File: src/rtl/seq_mult_pkg.sv
// Shared constants for the sequential shift-add multiplier.
package seq_mult_pkg;

   // FSM state encoding; 2'b11 is unused and treated as IDLE.
   localparam logic [1:0] ST_IDLE = 2'b00;
   localparam logic [1:0] ST_CALC = 2'b01;
   localparam logic [1:0] ST_DONE = 2'b10;

   // Largest supported operand width.
   localparam int MAX_WIDTH = 16;

   // Map any raw state code onto a legal state so a corrupted code recovers to IDLE.
   function automatic logic [1:0] legal_state(input logic [1:0] s);
      logic [1:0] r;
      case (s)
         ST_IDLE: r = ST_IDLE;
         ST_CALC: r = ST_CALC;
         ST_DONE: r = ST_DONE;
         default: r = ST_IDLE;
      endcase
      return r;
   endfunction

endpackage

File: src/rtl/seq_mult_ctrl_rca_n.sv
// Ripple-carry adder built from single-bit full-adder cells.

// Library full-adder cell.
module fa_cell (
   input  logic a,
   input  logic b,
   input  logic ci,
   output logic s,
   output logic co
);

   assign s  = a ^ b ^ ci;
   assign co = (a & b) | (a & ci) | (b & ci);

endmodule

// WIDTH-bit ripple-carry adder: cells chained carry-to-carry, LSB first.
module rca_n #(
   parameter int WIDTH = 4
) (
   input  logic [WIDTH-1:0] x,
   input  logic [WIDTH-1:0] y,
   input  logic             cin,
   output logic [WIDTH-1:0] s,
   output logic             cout
);

   logic [WIDTH:0] carry;

   assign carry[0] = cin;

   for (genvar i = 0; i < WIDTH; i++) begin : g_cell
      fa_cell u_fa (
         .a  (x[i]),
         .b  (y[i]),
         .ci (carry[i]),
         .s  (s[i]),
         .co (carry[i+1])
      );
   end

   assign cout = carry[WIDTH];

endmodule

File: src/rtl/seq_mult_ctrl.sv
// Sequential shift-add multiplier controller: one shared ripple-carry adder
// is reused for WIDTH iterations to produce a 2*WIDTH-bit unsigned product.
// WIDTH is expected to lie in 2..MAX_WIDTH.
module seq_mult_ctrl
   import seq_mult_pkg::*;
#(
   parameter int WIDTH = 4
) (
   input  logic               clk,
   input  logic               rst,
   input  logic               start,
   input  logic [WIDTH-1:0]   a,
   input  logic [WIDTH-1:0]   b,
   output logic               busy,
   output logic               done,
   output logic [2*WIDTH-1:0] product
);

   localparam int CNT_W = $clog2(WIDTH + 1);

   logic [1:0]         state_q,   state_d;
   logic [WIDTH-1:0]   m_q,       m_d;
   logic [WIDTH-1:0]   q_q,       q_d;
   logic [WIDTH-1:0]   acc_q,     acc_d;
   logic               c_q,       c_d;
   logic [CNT_W-1:0]   cnt_q,     cnt_d;
   logic [2*WIDTH-1:0] product_q, product_d;

   logic [WIDTH-1:0]   sum_s;
   logic               cout_s;
   logic [WIDTH-1:0]   add_acc_s;
   logic               add_c_s;
   logic [WIDTH-1:0]   acc_shift_s;
   logic [WIDTH-1:0]   q_shift_s;

   rca_n #(.WIDTH(WIDTH)) u_rca (
      .x    (acc_q),
      .y    (m_q),
      .cin  (1'b0),
      .s    (sum_s),
      .cout (cout_s)
   );

   // Add step: take the adder result when the multiplier LSB is set, else keep ACC.
   always_comb begin
      add_acc_s = acc_q;
      add_c_s   = 1'b0;
      if (q_q[0]) begin
         add_acc_s = sum_s;
         add_c_s   = cout_s;
      end else begin
         add_acc_s = acc_q;
         add_c_s   = 1'b0;
      end
   end

   // Shift step on the post-add value: carry enters the ACC MSB, ACC LSB enters Q.
   always_comb begin
      acc_shift_s = {add_c_s, add_acc_s[WIDTH-1:1]};
      q_shift_s   = {add_acc_s[0], q_q[WIDTH-1:1]};
   end

   // Next-state and datapath register updates for the IDLE/CALC/DONE sequence.
   always_comb begin
      state_d   = state_q;
      m_d       = m_q;
      q_d       = q_q;
      acc_d     = acc_q;
      c_d       = c_q;
      cnt_d     = cnt_q;
      product_d = product_q;
      case (legal_state(state_q))
         ST_IDLE: begin
            if (start) begin
               m_d     = a;
               q_d     = b;
               acc_d   = {WIDTH{1'b0}};
               c_d     = 1'b0;
               cnt_d   = CNT_W'(WIDTH);
               state_d = ST_CALC;
            end else begin
               state_d = ST_IDLE;
            end
         end
         ST_CALC: begin
            acc_d = acc_shift_s;
            q_d   = q_shift_s;
            c_d   = 1'b0;
            cnt_d = cnt_q - CNT_W'(1);
            if (cnt_q == CNT_W'(1)) begin
               product_d = {acc_shift_s, q_shift_s};
               state_d   = ST_DONE;
            end else begin
               state_d   = ST_CALC;
            end
         end
         ST_DONE: begin
            state_d = ST_IDLE;
         end
         default: begin
            state_d = ST_IDLE;
         end
      endcase
   end

   // State and datapath registers; reset discards any operation in flight.
   always_ff @(posedge clk or posedge rst) begin
      if (rst) begin
         state_q   <= ST_IDLE;
         m_q       <= {WIDTH{1'b0}};
         q_q       <= {WIDTH{1'b0}};
         acc_q     <= {WIDTH{1'b0}};
         c_q       <= 1'b0;
         cnt_q     <= {CNT_W{1'b0}};
         product_q <= {(2*WIDTH){1'b0}};
      end else begin
         state_q   <= state_d;
         m_q       <= m_d;
         q_q       <= q_d;
         acc_q     <= acc_d;
         c_q       <= c_d;
         cnt_q     <= cnt_d;
         product_q <= product_d;
      end
   end

   // Status outputs decode the state register only, so start has no combinational path.
   always_comb begin
      busy    = (state_q == ST_CALC) || (state_q == ST_DONE);
      done    = (state_q == ST_DONE);
      product = product_q;
   end

endmodule

File: config.mk
export PLATFORM = sky130hd
export DESIGN_NAME = seq_mult_ctrl
export DESIGN_NICKNAME = d
export VERILOG_FILES = /design/src/rtl/seq_mult_pkg.sv /design/src/rtl/seq_mult_ctrl_rca_n.sv /design/src/rtl/seq_mult_ctrl.sv
export SDC_FILE = /design/constraint.sdc
export NUM_CORES = 1
export LEC_CHECK = 0
export ABC_AREA = 0
export BUFFER_PORTS_ARGS = -buffer_cell sky130_fd_sc_hd__buf_2
export CAP_MARGIN = 15
export CORE_MARGIN = 5
export CORE_UTILIZATION = 40
export CTS_CLUSTER_SIZE = 20
export DETAILED_ROUTE_END_ITERATION = 8
export GPL_TIMING_DRIVEN = 0
export PLACE_DENSITY = 0.66
export SLEW_MARGIN = 20
export SYNTH_ARGS = -nofsm -noshare
export SYNTH_HDL_FRONTEND = slang
export SYNTH_SLANG_ARGS = --single-unit
File: constraint.sdc
create_clock -name clk -period 2.57 [get_ports clk]
set_clock_uncertainty 0.05 [all_clocks]
set_input_delay 0 -clock clk [delete_from_list [all_inputs] [get_ports clk]]
set_output_delay 0 -clock clk [all_outputs]
set_load 0.02 [all_outputs]
==> results of run 1 <==
synth_stat cells (all sizes together), types with 2 or more instances:
library cell	instances	area, um^2
mux2	9	101
mux2i	6	63.8
a21oi	2	10.0
nor2b	2	12.5
ha	6	75.1
inv	14	52.6
buf	4	32.5
dfrtp	25	626
o21ai	17	88.8
nand2	17	63.8
fa	3	60.1
metrics by stage:
stage          util, %  cells  instance area [um^2]  setup WS [ps]
2_1_floorplan        -    110                  1220            442
3_3_place_gp      45.4    163                  1360            329
3_5_place_dp      45.4    163                  1360            286
4_1_cts           49.0    175                  1470            249
5_1_grt           49.0    175                  1470            140
6_report          49.0    175                  1470            260
critical path, stage by stage, from the launching register on:
cell	delay (ps)
dfrtp_1	410
ha_1	160
inv_1	50
fa_1	380
fa_1	360
inv_1	80
fa_1	410
mux2i_1	170
o21ai_0	120
per-layer routing:
| layer | track usage [%] | up-vias |
|---|---|---|
| met5 | 0 | - |
| met4 | 3.11 | 0 |
| met3 | 2.39 | 2 |
| met2 | 21.5 | 19 |
| met1 | 16.0 | 400 |
| li1 | - | 419 |
sequential cells by signal, summed over array words and instances (netlist names):
name and flops:
acc_q 4, cnt_q 3, m_q 4, product 8
q_q 4, state_q 2
final cells by class:
| cell class | instances | area (um^2) | area share, % |
|---|---|---|---|
| inverter | 14 | 52.6 | 3.57 |
| sequential | 25 | 626 | 42.6 |
| buffer | 4 | 32.5 | 2.21 |
| timing repair buffer | 28 | 180 | 12.3 |
| multi-input combinational | 67 | 512 | 34.8 |
| tap | 33 | 41.3 | 2.81 |
| clock buffer | 4 | 26.3 | 1.79 |
timing repair:
item,in CTS,in global routing
endpoints found under the hold margin,32,0
setup buffers,0,0
hold buffers,8,0
power by group:
part           switching [mW]  leakage [nW]  total (mW)  internal, mW
sequential             0.0991         0.315       0.662         0.563
combinational           0.487         0.416       0.874         0.387
clock                   0.120        0.0150       0.181        0.0608
cell families (layout without fill, tap and decap cells):
kind of cell,after synthesis,after routing
flops,25,25
compound gates,21,21
fa+ha+maj,9,9
simple gates,22,22
buf+inv,18,50
mux,15,15
worst max path at each step:
stage	depth (start not counted)	end	start
after floorplan	8	acc_q[2]	acc_q[0]
after CTS	8	acc_q[2]	acc_q[0]
after global routing	8	acc_q[2]	acc_q[0]
after global placement	8	acc_q[2]	acc_q[0]
after detailed placement	8	acc_q[2]	acc_q[0]
final	8	acc_q[2]	acc_q[0]
==> run summary, run 1 <==
IR analysis of the VDD net gives a maximum drop of 0.418 mV. After detailed routing, the average wire length per cell comes to 13.1 um. The clock-pin transition on the worst setup and hold timing paths is 140 ps, and the data arrival time at the worst-slack endpoint is 2450 ps. Counting instances, the worst hold path has a depth of 4.

The tools report the total length of routed wires as 2.29 mm. The number of warnings printed during yosys synthesis is 0. After clock tree synthesis, the repair step resized 0 gates. The number of enable-type register cells in the synthesized netlist is 0. Source of the worst register-to-register timing path: acc_q[0].

The completed layout was analyzed and its total power is 1.72 mW. Wire segments on met3 add up to 106 um in the final route. The logs give 3000 um^2 for the area inside the core boundary and 293 for the number of fillers in the final layout. Of the total synthesized cell area, the portion taken by XOR and XNOR cells is 0%. The final route contains 840 vias.

The detail-routed via count per cell was 4.80; the number of H-tree levels was 1. In this run the tightest slew margin relative to its limit is 36.9%. The worst hold path belongs to the class input port to flip-flop. Residual overflow from global routing: 0. The count of buffers added on input and output ports is 20. Synthesized flop and latch total: 25. Measured against the total synthesized area, the mux share comes to 13.5%. After technology mapping, the gate count stands at 110. The starting density of the core is 40.7%. The flow ran to the end, and the final reports show no timing, DRC or antenna violations. Dividing the final minimum period by the clock period gives 89.9%. 0 antenna diodes ended up in the layout. The worst setup path is of the flip-flop to flip-flop kind. Start point of the worst min-delay path: b[3]. The hold violation total from the final report is 0, and the total setup violations reported at the end of the flow is 0. For flop-to-flop paths, the worst setup slack is 260 ps. Counting the buffers created by CTS gives 3.

The cell area that synthesis handed to floorplanning was 1220 um^2. On the final layout, the worst hold slack is 12.9 ps. In the final layout, the share of cells above drive strength 1 is 28.2%. The worst path needs 2310 ps of the cycle, external delays included.

Detailed routing placed a total of 1.04 mm of wire on met2. Timing would allow up to 433 MHz. Commonest non-fill, non-tap cell in the layout: dfrtp_1. In this run the power density over the cells is 1170 nW/um^2.

Setup repair after global routing left no endpoint under its margin. The initial antenna violation count was 0. Routed length on met1: 1.12 mm.

The worst register-to-register path ends at acc_q[2]. The worst setup path is captured at a flip-flop. Along the worst path, the maximum fanout reaches 3. During I/O placement, the number of pins put on the boundary was 21. The floorplan has 20 rows. The netlist uses 20 different library cells.

The die is 65.3 um tall. The logs give 0 for the number of violations of the max-capacitance limit and 51.2% for the sequential element share of the synthesized area. The first global-routing pass estimated 4.07 mm of wire. Number of remaining DRC errors: 0. The tree is rooted in a clkbuf_4. In the synthesized netlist the dominant register cell turns out to be dfrtp_1. For this run, the detailed router's first-pass iteration total came to 4.

After Yosys synthesis, full adders, half adders and majority gates account for 11.1% of the synthesized area. The top metal layer carrying routed signals is met4. TritonCTS built the clock tree. The clock drives 25 sinks. Averaged over all synthesized cells, the footprint is 11.1 um^2. After Yosys synthesis, and, or, nand and nor cells account for 7.98% of the synthesized area. The total count of max-transition violations in the final report is 0. The worst setup path is launched from a flip-flop. The iteration-0 DRC count of the detailed router was 7; the die width was 65.3 um.

At the end of the flow, the number of nets in the layout was 163. The detail route stage leaves a number of antenna-violating nets equal to 0. Global-route total usage across every layer: 12.4%. The number of global-route vias before repair was 904; the maximum clock insertion buffer count was 2.

The hold-critical path endpoint is q_q[3]. Summing the areas of all compound-gate instances in the mapped netlist gives 9.31% of the synthesized area. The worst-skew pair later-pin latency was 320 ps. The die area was 4260 um^2; the slew at the pin closest to its max-slew limit was 946 ps. The tools report the largest net degree at the start of global routing as 26. For the leakage power, the log shows 0.746 nW. The share of flip-flops with an asynchronous set or reset after synthesis is 100%, and the synthesis-to-layout area growth is 20.3%.

Summed over all failing endpoints, the final setup total negative slack is 0 ps. In the layout the commonest cells are 25 x dfrtp_1, 22 x buf_2, 17 x nand2_1. Counting every net in the synthesized netlist gives 130. By area, the combinational part of the netlist is dominated by multiplexers. For the required arrival time at the worst endpoint, the log shows 2710 ps. After legalization and detailed placement, the total HPWL measured 1.74 mm. The number of cells on the worst reg-to-reg path is 8. The tools report the weighted congestion at the end of routability-driven global placement as 0.762.
(Power assumes the default switching activity.)
==> inputs of run 2 (changes only) <==
--- a/config.mk
+++ b/config.mk
@@ -5,7 +5,6 @@
 export SDC_FILE = /design/constraint.sdc
 export NUM_CORES = 1
 export LEC_CHECK = 0
-export ABC_AREA = 0
 export BUFFER_PORTS_ARGS = -buffer_cell sky130_fd_sc_hd__buf_2
 export CAP_MARGIN = 15
 export CORE_MARGIN = 5
@@ -17,4 +16,5 @@
 export SLEW_MARGIN = 20
 export SYNTH_ARGS = -nofsm -noshare
 export SYNTH_HDL_FRONTEND = slang
+export SYNTH_HIERARCHICAL = 1
 export SYNTH_SLANG_ARGS = --single-unit
==> run summary, run 2 <==
The tightest min-delay check is of the input port to flip-flop type. For this design, the slowest cell found on the critical path is fa_1. The final period demand of the worst path came out at 2480 ps (+170 ps).

The logs give 9.8% (-0.8 points) for the clock network fraction of total power and 36 (+29) for the iteration-0 DRC count of the detailed router. The net switching power of the design is 712 uW (+0.68%), and the leakage power is 0.740 nW (-0.82%). The quantity of I/O buffers inserted on ports is 20 (unchanged). By area, the combinational part of the netlist is dominated by multiplexers.

The post-synthesis simple-gate area fraction was 8.10% (+0.12 points). The first-pass GRT wire length was 3.88 mm (-4.8%); the clock-pin transition on the worst setup and hold timing paths was 130 ps (about the same). The area fraction in compound gates after synthesis is 9.14% (-0.18 points). The xor-xnor portion of the synthesized cell area is 0% (unchanged). The endpoint kind of the worst setup timing path was a flip-flop. For the largest net degree at the start of global routing, the log shows 26 (unchanged). The tools report the critical path launch point type as a flip-flop.

For the data arrival time at the worst-slack endpoint, the log shows 2640 ps (+190 ps). dfrtp_1 takes more of the synthesized area than any other cell. The y dimension of the die is 64.9 um (-0.61%). The die width came out at 64.9 um (-0.61%). The critical path's largest stage delay is 450 ps (+40 ps), and the count of inserted antenna diode cells is 0 (unchanged). The sequential element share of the synthesized area is 51.9% (+0.74 points).

The depth of the most critical reg-to-reg path is 6 (-2). The total power per unit cell area is 1190 nW/um^2 (+1.5%), and the number of cell rows is 20 (unchanged). Flip-flop count of the largest register after layout: 8 (unchanged). The post-synthesis mux area share is 13.5% (about the same). The cell family contributing the most delay on the critical path is adder cells.

Commonest non-fill, non-tap cell in the layout: dfrtp_1. The signal on the critical path passes through fa_1 > fa_2 > fa_2 > fa_1 > mux2i_1 > o21ai_1. TritonCTS built the clock tree. The critical path depth in cells was 6 (-2). After synthesis, the cell types taking the most area are dfrtp_1 52%, fa_1 6.6%, o21ai_0 6.6%, mux2_2 6.5%, mux2i_1 5.8%. Synthesized flop and latch total: 25 (unchanged).

The startpoint identified for the worst register-to-register timing path is acc_q[0]. The instance count of the mapped netlist is 105 (-4.5%). The number of buffers and inverters on the critical path was 0 (-2). The multi-input gate area in the final layout came out at 522 um^2 (+2.0%).

The critical register-to-register path endpoint was acc_q[2]. The tools report the number of global-route vias before repair as 849 (-6.1%). The number of remaining DRC errors was 0 (unchanged); the number of warnings printed during yosys synthesis was 6 (+6). Required arrival time at the worst endpoint: 2730 ps (+20 ps). The run gives 39.1% (+0.5 points) as the relative contribution of sequential cells to total power. The net count of the mapped netlist was 125 (-3.8%).

The die area is 4210 um^2 (-1.2%). For the global-route total usage across every layer, the log shows 12.1% (-0.33 points). The number of H-tree levels was 1 (unchanged). The number of fillers in the final layout is 290 (-1.0%). The tools report the total internal power as 1.03 mW (+1.7%). dfrtp_1 is the most common cell in the netlist.

The number of routed nets with antenna violations was 0 (unchanged). For the combined flip-flop and latch cell area, the log shows 626 um^2 (unchanged). The setup path with the least slack is of type flip-flop to flip-flop. The hold violation total from the final report came out at 0 (unchanged). Fmax: 403 MHz (-6.8%). The final total power was 1.74 mW (+1.3%); the fraction of synthesized cell area taken by the top area cell type was 51.9% (+0.74 points). The wire length per cell came out at 12.4 um (-5.0%). Total length of routed wires: 2.13 mm (-7.2%).

Leaving out fill and tap cells, the most frequent cells in the layout are 25 x dfrtp_1, 22 x buf_2, 17 x nand2_1. The share of layout cells above drive strength 1 is 29.7% (+1.5 points). The tools report the fraction of power consumed by combinational cells as 51.1% (+0.2 points). For the maximum clock insertion buffer count, the log shows 2 (unchanged). The setup slack of the most critical reg-to-reg path was 90 ps (-170 ps). The flow ran to the end, and the final reports show no timing, DRC or antenna violations. The number of library cell types mapped by synthesis was 20 (unchanged); the detail-routed via count per cell was 4.86 (+1.2%). The area inside the core boundary came out at 2980 um^2 (-0.83%).

The worst vdd rail ir drop was 0.390 mV (-6.9%). The largest fanout on the critical path is 2 (-1). The tools report the starting density of the core as 40.5% (-0.25 points). The TritonCTS sink count is 25 (unchanged), and the synthesis-to-layout area growth is 21.7%.

Initial antenna violation count: 0 (unchanged). The fraction of power spent switching nets is 40.9% (-0.24 points). The number of top-level pins is 21 (unchanged), and the mapped cell area is 1200 um^2 (-1.4%). The period utilization is 96.5% (+6.6 points). The start point of the worst min-delay path is b[3].

The run gives 0 (unchanged) as the residual overflow from global routing. The synthesized area divided by synthesized cell count is 11.5 um^2 (+3.3%), and the post-detailed-placement half-perimeter wirelength is 1.64 mm (-5.6%). The slew at the pin closest to its max-slew limit came out at 927 ps (-18.9 ps). Cell chosen for the clock root: clkbuf_4. After synthesis, the most frequently instantiated cells are 25 x dfrtp_1, 17 x nand2_1, 16 x o21ai_0, 8 x inv_1. In this run the worst setup path terminates at acc_q[2].

The weighted congestion at the end of routability-driven global placement was 0.762 (about the same); the number of violations of the max-capacitance limit was 0 (unchanged). The run gives 3 (unchanged) as the total clock buffers created by CTS. The number of iterations in the first detailed-routing pass came out at 4 (unchanged). The vias after detailed routing is 831 (-1.1%), and the total count of max-transition violations in the final report is 0 (unchanged). The tools report the timing startpoint of the critical path as acc_q[0].

The worst slew margin relative to its limit is 38.1% (+1.3 points), and the total number of nets in the final design is 159 (-2.5%). The share of flip-flops with an asynchronous set or reset after synthesis works out to 100% (unchanged). Setup repair after global routing left no endpoint under its margin.

The tools report the worst-skew pair later-pin latency as 320 ps (about the same). Among all flip-flop cells after synthesis, the most frequent one is dfrtp_1. The number of enable-type register cells in the synthesized netlist works out to 0 (unchanged).

For the utilization of the core after routing, the log shows 49.2% (+0.29 points). The total setup violations reported at the end of the flow is 0 (unchanged), and the arithmetic-cell share of the synthesized area counting full adders, half adders and majority gates is 11.8% (+0.78 points).
-- run 2: power groups by stage --
stage | combinational [mW] | sequential (mW) | clock, mW
after floorplan | 0.593 | 0.731 | 0
after global placement | 0.832 | 0.681 | 0
after detailed placement | 0.873 | 0.692 | 0
after CTS | 0.895 | 0.681 | 0.179
after global routing | 0.999 | 0.710 | 0.196
final | 0.889 | 0.680 | 0.170
-- run 2: kinds of logic after synthesis --
kind of cell             after synthesis
other                                  1
AO/OA/AOI/OAI                         21
adder cells (fa/ha/maj)                9
flip-flops                            25
buffers and inverters                 12
multiplexers                          15
AND/OR/NAND/NOR                       22
-- run 2: worst register-to-register path, cell delays in order, from the launching register on --
cell and delay (ps):
dfrtp_1 420, fa_1 440, fa_2 350, fa_2 340
fa_1 450, mux2i_1 210, o21ai_1 100
-- run 2: final cells by class --
cell class	count	area share, %
tap	33	2.82
clock buffer	3	1.54
sequential	25	42.7
buffer	4	2.22
multi-input combinational	68	35.6
timing repair buffer	29	12.8
clock inverter	1	0.341
inverter	8	2.05
-- run 2: metal layers --
metal | track usage [%] | routed length (um) | share of wire (%) | vias up
li1 | - | - | - | 413
met1 | 14.5 | 945 | 44 | 395
met2 | 19.8 | 1010 | 48 | 18
met3 | 2.77 | 109 | 5.1 | 5
met4 | 7.12 | 56 | 2.6 | 0
met5 | 0 | 0 | 0 | -
-- run 2: how the worst min path moves through the flow --
stage | slack (ps) | endpoint | depth (start not counted)
final | 30 | q_q[3] | 4
after global routing | 70 | q_q[3] | 4
after CTS | 20 | q_q[3] | 4
after detailed placement | 190 | m_q[2] | 2
after global placement | 190 | q_q[0] | 2
after floorplan | -20 | acc_q[0] | 1
-- run 2: per-stage QoR --
step / hold slack, ps / setup TNS, ps / instances / setup slack (ps) / instance area, um^2
3_3_place_gp: 185 / 0 / 158 / 78.0 / 1350
4_1_cts: 24.3 / 0 / 171 / 6.20 / 1460
2_1_floorplan: -22.7 / 0 / 105 / 151 / 1200
5_1_grt: 69.3 / 0 / 171 / 18.7 / 1470
6_report: 31.8 / 0 / 171 / 90.9 / 1470
3_5_place_dp: 186 / -15.8 / 158 / -15.8 / 1350
-- run 2: repair_timing --
item	CTS	global route
hold buffers	8	0
resized for setup	1	2
endpoints found under the hold margin	32	0
buffers inserted	1	0
endpoints found under the setup margin	1	2
